<file path="src/rtl/npc_bus_pkg.sv">
// Shared bus definitions for the npc AXI4-Lite fabric (IFU, LSU, memory arbiter).
package npc_bus_pkg;

  typedef enum logic [1:0] {
    ARB_IDLE,
    ARB_RD0,
    ARB_RD1,
    ARB_WR1
  } arb_state_t;

  localparam logic [1:0] RESP_OKAY   = 2'b00;
  localparam logic [1:0] RESP_SLVERR = 2'b10;

endpackage

</file>
<file path="src/rtl/mem_arbiter.sv">
// Round-robin arbiter sharing one AXI4-Lite memory slave between IFU (M0, read-only)
// and LSU (M1, read+write); grants whole transactions, one outstanding at a time.
module mem_arbiter
  import npc_bus_pkg::*;
#(
  parameter int unsigned ADDR_W = 32,
  parameter int unsigned DATA_W = 32
) (
  input  logic                  clk,
  input  logic                  rst,
  // M0: instruction fetch
  input  logic [ADDR_W-1:0]     m0_araddr,
  input  logic                  m0_arvalid,
  output logic                  m0_arready,
  output logic [DATA_W-1:0]     m0_rdata,
  output logic [1:0]            m0_rresp,
  output logic                  m0_rvalid,
  input  logic                  m0_rready,
  // M1: load/store
  input  logic [ADDR_W-1:0]     m1_araddr,
  input  logic                  m1_arvalid,
  output logic                  m1_arready,
  output logic [DATA_W-1:0]     m1_rdata,
  output logic [1:0]            m1_rresp,
  output logic                  m1_rvalid,
  input  logic                  m1_rready,
  input  logic [ADDR_W-1:0]     m1_awaddr,
  input  logic                  m1_awvalid,
  output logic                  m1_awready,
  input  logic [DATA_W-1:0]     m1_wdata,
  input  logic [DATA_W/8-1:0]   m1_wstrb,
  input  logic                  m1_wvalid,
  output logic                  m1_wready,
  output logic [1:0]            m1_bresp,
  output logic                  m1_bvalid,
  input  logic                  m1_bready,
  // Memory slave
  output logic [ADDR_W-1:0]     s_araddr,
  output logic                  s_arvalid,
  input  logic                  s_arready,
  input  logic [DATA_W-1:0]     s_rdata,
  input  logic [1:0]            s_rresp,
  input  logic                  s_rvalid,
  output logic                  s_rready,
  output logic [ADDR_W-1:0]     s_awaddr,
  output logic                  s_awvalid,
  input  logic                  s_awready,
  output logic [DATA_W-1:0]     s_wdata,
  output logic [DATA_W/8-1:0]   s_wstrb,
  output logic                  s_wvalid,
  input  logic                  s_wready,
  input  logic [1:0]            s_bresp,
  input  logic                  s_bvalid,
  output logic                  s_bready
);

  arb_state_t state, state_n;
  logic       last, last_n;   // 0: M0 granted last, 1: M1 granted last
  logic       ar_done, ar_done_n;
  logic       aw_done, aw_done_n;
  logic       w_done, w_done_n;

  logic req0, req1, grant0, grant1;
  logic ar_hs, r_hs, aw_hs, w_hs, b_hs;

  // Round-robin pick: on a tie the master that was not granted last wins
  assign req0   = m0_arvalid;
  assign req1   = m1_arvalid | m1_awvalid;
  assign grant1 = req1 & (~req0 | ~last);
  assign grant0 = req0 & ~grant1;

  assign ar_hs = s_arvalid & s_arready;
  assign r_hs  = s_rvalid & s_rready;
  assign aw_hs = s_awvalid & s_awready;
  assign w_hs  = s_wvalid & s_wready;
  assign b_hs  = s_bvalid & s_bready;

  always_ff @(posedge clk) begin
    if (rst) begin
      state   <= ARB_IDLE;
      last    <= 1'b1;
      ar_done <= 1'b0;
      aw_done <= 1'b0;
      w_done  <= 1'b0;
    end else begin
      state   <= state_n;
      last    <= last_n;
      ar_done <= ar_done_n;
      aw_done <= aw_done_n;
      w_done  <= w_done_n;
    end
  end

  // Next-state: whole-transaction grant, done flags cleared while idle
  always_comb begin
    state_n   = state;
    last_n    = last;
    ar_done_n = ar_done;
    aw_done_n = aw_done;
    w_done_n  = w_done;
    case (state)
      ARB_IDLE: begin
        ar_done_n = 1'b0;
        aw_done_n = 1'b0;
        w_done_n  = 1'b0;
        if (grant0) begin
          state_n = ARB_RD0;
          last_n  = 1'b0;
        end else if (grant1) begin
          state_n = m1_awvalid ? ARB_WR1 : ARB_RD1;
          last_n  = 1'b1;
        end
      end
      ARB_RD0, ARB_RD1: begin
        if (ar_hs) ar_done_n = 1'b1;
        if (r_hs)  state_n   = ARB_IDLE;
      end
      ARB_WR1: begin
        if (aw_hs) aw_done_n = 1'b1;
        if (w_hs)  w_done_n  = 1'b1;
        if (b_hs)  state_n   = ARB_IDLE;
      end
      default: state_n = ARB_IDLE;
    endcase
  end

  // Channel routing; everything idles at zero outside the granted path
  always_comb begin
    s_araddr   = '0;
    s_arvalid  = 1'b0;
    s_rready   = 1'b0;
    s_awaddr   = '0;
    s_awvalid  = 1'b0;
    s_wdata    = '0;
    s_wstrb    = '0;
    s_wvalid   = 1'b0;
    s_bready   = 1'b0;
    m0_arready = 1'b0;
    m0_rdata   = '0;
    m0_rresp   = '0;
    m0_rvalid  = 1'b0;
    m1_arready = 1'b0;
    m1_rdata   = '0;
    m1_rresp   = '0;
    m1_rvalid  = 1'b0;
    m1_awready = 1'b0;
    m1_wready  = 1'b0;
    m1_bresp   = '0;
    m1_bvalid  = 1'b0;
    case (state)
      ARB_RD0: begin
        s_araddr   = m0_araddr;
        s_arvalid  = m0_arvalid & ~ar_done;
        m0_arready = s_arready & ~ar_done;
        s_rready   = m0_rready;
        m0_rdata   = s_rdata;
        m0_rresp   = s_rresp;
        m0_rvalid  = s_rvalid;
      end
      ARB_RD1: begin
        s_araddr   = m1_araddr;
        s_arvalid  = m1_arvalid & ~ar_done;
        m1_arready = s_arready & ~ar_done;
        s_rready   = m1_rready;
        m1_rdata   = s_rdata;
        m1_rresp   = s_rresp;
        m1_rvalid  = s_rvalid;
      end
      ARB_WR1: begin
        s_awaddr   = m1_awaddr;
        s_awvalid  = m1_awvalid & ~aw_done;
        m1_awready = s_awready & ~aw_done;
        s_wdata    = m1_wdata;
        s_wstrb    = m1_wstrb;
        s_wvalid   = m1_wvalid & ~w_done;
        m1_wready  = s_wready & ~w_done;
        s_bready   = m1_bready;
        m1_bresp   = s_bresp;
        m1_bvalid  = s_bvalid;
      end
      default: ;
    endcase
  end

  // A write response may only follow both the address and data handshakes
  b_after_aw_w: assert property (@(posedge clk) disable iff (rst)
    (state == ARB_WR1 && b_hs) |-> (aw_done && w_done));

endmodule

</file>
<file path="config.mk">
export PLATFORM = sky130hd
export DESIGN_NAME = mem_arbiter
export DESIGN_NICKNAME = d
export VERILOG_FILES = /design/src/rtl/npc_bus_pkg.sv /design/src/rtl/mem_arbiter.sv
export SDC_FILE = /design/constraint.sdc
export NUM_CORES = 1
export LEC_CHECK = 0
export ABC_AREA = 1
export ABC_CLOCK_PERIOD_IN_PS = 2100
export CORE_AREA = 2 2 142 144
export CTS_CLUSTER_SIZE = 20
export DETAILED_ROUTE_END_ITERATION = 6
export DIE_AREA = 0 0 144 146
export SLEW_MARGIN = 15
export SYNTH_ARGS = -nofsm -noshare
export SYNTH_HDL_FRONTEND = slang
export SYNTH_SLANG_ARGS = --single-unit
</file>
<file path="constraint.sdc">
create_clock -name clk -period 2.1 [get_ports clk]
set_clock_uncertainty 0.1 [all_clocks]
set_input_delay 0.315 -clock clk [delete_from_list [all_inputs] [get_ports clk]]
set_output_delay 0.315 -clock clk [all_outputs]
set_load 0.05 [all_outputs]
</file>
==> impl_metrics.ini <==
[clock_tree]
cts.path.max_buffers = 2
cts_tree = yes
clock_insertion_delay_worst_skew_ns = 0.23
cts.clk_slew.worst_paths_ns = 0.04
clk_root_buffer_cell = clkbuf_16
numCtsBuffers = 3
hold_buffers = 0
clock_sinks = 6
cts_max_level = 1

[routing]
routed-via-count = 3931
final_antenna_net_count = 0
dr.max_layer_used = met4
wl_met1_um = 5280
routed_wire_length_per_instance_um = 13.3
drt_first_iter_violations = 108
wl_um = 14600
drc = 0
routed_via_density = 3.58
wl_met3_um = 1090
drt_first_pass_iters = 4
route.met2.wl_um = 8190

[worst_hold_path]
hp-start = last
timing.hold.worst.class = flip-flop to flip-flop
hold_depth = 2
hold_path_end = last

[final_layout]
mostFrequentLayoutCell = nand2_1
drive_gt1_frac = 0.288
layout.filler_cells = 1854
num_antenna_cells = 0
area_growth_syn_to_layout_pct = 291
layout.nets = 1022
most-common-layout-cells = 227 x nand2_1, 187 x buf_12, 181 x clkdlybuf4s50_1, 150 x inv_1, 26 x a21oi_2

[global_routing]
grt_max_degree = 54
grt_antenna_before_repair = 0
globalRoute.totalOverflow = 0
grt_first_pass_wirelength_um = 20500
grt_pass1_vias = 3790
grt.total_usage = 0.122

[critical_path]
startpoint_type = flip-flop
critPathArrivalTime_ns = 1.65
setup_crit_start = state[0]
reg2reg_to = state[0]
critical_path_required_ns = 1.68
ff2ff_setup_slack_ns = 0.40
crit_path_max_fanout = 17
worstRegToRegCells = 12
worst_r2r_startpoint = state[0]
worstSetupEndpointType = output port
type_of_the_worst_setup_path = flip-flop to output port

[timing]
max_freq_mhz = 485
maxSlewHeadroom = 0.752
post-route-min-period_ns = 2.06
finalMaxSlewViolations = 0
final_setup_violations = 0
tightest_slew_ns = 0.372
final_critical_path_share_of_the_clock_period = 0.982
timing.final.hold_violations = 0
setup_slack_ns = 0.0380
grt_setup_unrepaired = true

[yosys]
post-synth-top-area-fraction = 0.410
yosysUniqueCellTypes = 19
netlist_area_before_placement_um2 = 2090
yosys_warnings = 0
post_synth.cell_area_avg_um2 = 4.34
synth-seq-cells = 6
netlist_instances = 482
synth_top_area_cell = nand2_1
synth.top_cells.by_area = nand2_1 41%, inv_1 27%, a21oi_1 9.3%, dfxtp_1 5.7%, buf_2 4.8%
synth.yosys.seq_area_share = 0.0575
net_count_synth = 670

[power_and_ir_drop]
worst_ir_drop_vdd_mv = 0.825
total_power_mw = 8.47
power-per-cell-area_nw_per_um2 = 1040
total_leakage_power_nw = 4.18

[placement]
gp_congestion = 0.807
hpwlAfterDp_um = 11900
pre_cts_ws_ns = -0.00986
buffer_ports.inserted = 363

[flow_run]
max-cap-violations = 0

[floorplan]
placement_rows = 51
floorplan.die_area_um2 = 21000
floorplan.die.height_um = 146
core_um2 = 19300
io_pins = 364
start_util = 0.108
floorplan.die.width_um = 144

[run_status]
outcome = finished, final reports clean
flip-flops by register name (all words and copies together), names as in the netlist:
name and cells:
w_done 1, last 1, state 2, aw_done 1
ar_done 1
kinds of logic after synthesis:
group / count (synthesis) / share of synthesized area
buffers and inverters: 183 / 0.349
adders and majority gates: 6 / 0.0359
and+or+nand+nor: 243 / 0.449
AOI/OAI and AO/OA: 44 / 0.109
DFF: 6 / 0.0575
synthesized netlist by cell type, drive strengths merged:
library cell	number
a21boi	1
a21oi	39
buf	24
clkbuf	3
dfxtp	6
ha	6
inv	156
nand2	230
nand3	2
nor2	8
nor3	2
nor3b	1
o211a	1
o21ai	3
through the flow:
step                      TNS [ns]  instances  cell area (um2)  utilization  hold WS, ns
after floorplan              -3.77        482             2100            -        0.284
after global placement           0       1091             7870        0.407        0.353
after detailed placement  -0.00986       1091             7870        0.407        0.365
after CTS                   -0.407       1094             7960        0.411        0.375
after global routing       -0.0683       1097             8170        0.422        0.409
final                            0       1097             8170        0.422        0.370
report_power, final:
group	internal [mW]	switching [mW]	total, mW	leakage (nW)
Combinational	3.47	4.50	7.96	4.09
Clock	0.245	0.0662	0.311	0.0370
Sequential	0.150	0.0395	0.190	0.0498
final cells by class:
cell class              count  area (um2)  share of cell area
flip-flops and latches      6         123              0.0150
multi-input cells         293        1390               0.170
clock buffers               3        75.1             0.00919
inverters                 156         593              0.0726
well taps                 265         332              0.0406
repair buffers            374        5650               0.692
layer usage:
| metal | global-route usage | vias to the layer above |
|---|---|---|
| met5 | 0 | - |
| met4 | 0.0108 | 0 |
| met3 | 0.0227 | 6 |
| met2 | 0.239 | 184 |
| met1 | 0.139 | 1712 |
| li1 | - | 2029 |
worst max-delay path, stage by stage (launching register included):
cell,delay [ns]
dfxtp_2,0.37
inv_2,0.07
buf_4,0.16
ha_4,0.18
clkbuf_16,0.18
inv_2,0.08
nand2_1,0.05
o211a_1,0.16
buf_12,0.16
worst max-delay path by stage:
stage	endpoint	slack, ns	cells after the start
2_1_floorplan	s_araddr[0]	-0.12	5
3_3_place_gp	s_arvalid	0.01	6
3_5_place_dp	s_arvalid	-0.01	6
4_1_cts	s_araddr[22]	-0.05	7
5_1_grt	s_arvalid	-0.02	8
6_report	s_arvalid	0.04	8
repair_timing:
item                                    in CTS  in global routing
endpoints found under the setup margin      34                 51
resized for setup                            3                 36
pin swaps                                    0                  0
setup buffers                                0                  0
cloned                                       0                  3
No activity file was read; power rests on OpenSTA's default activity.
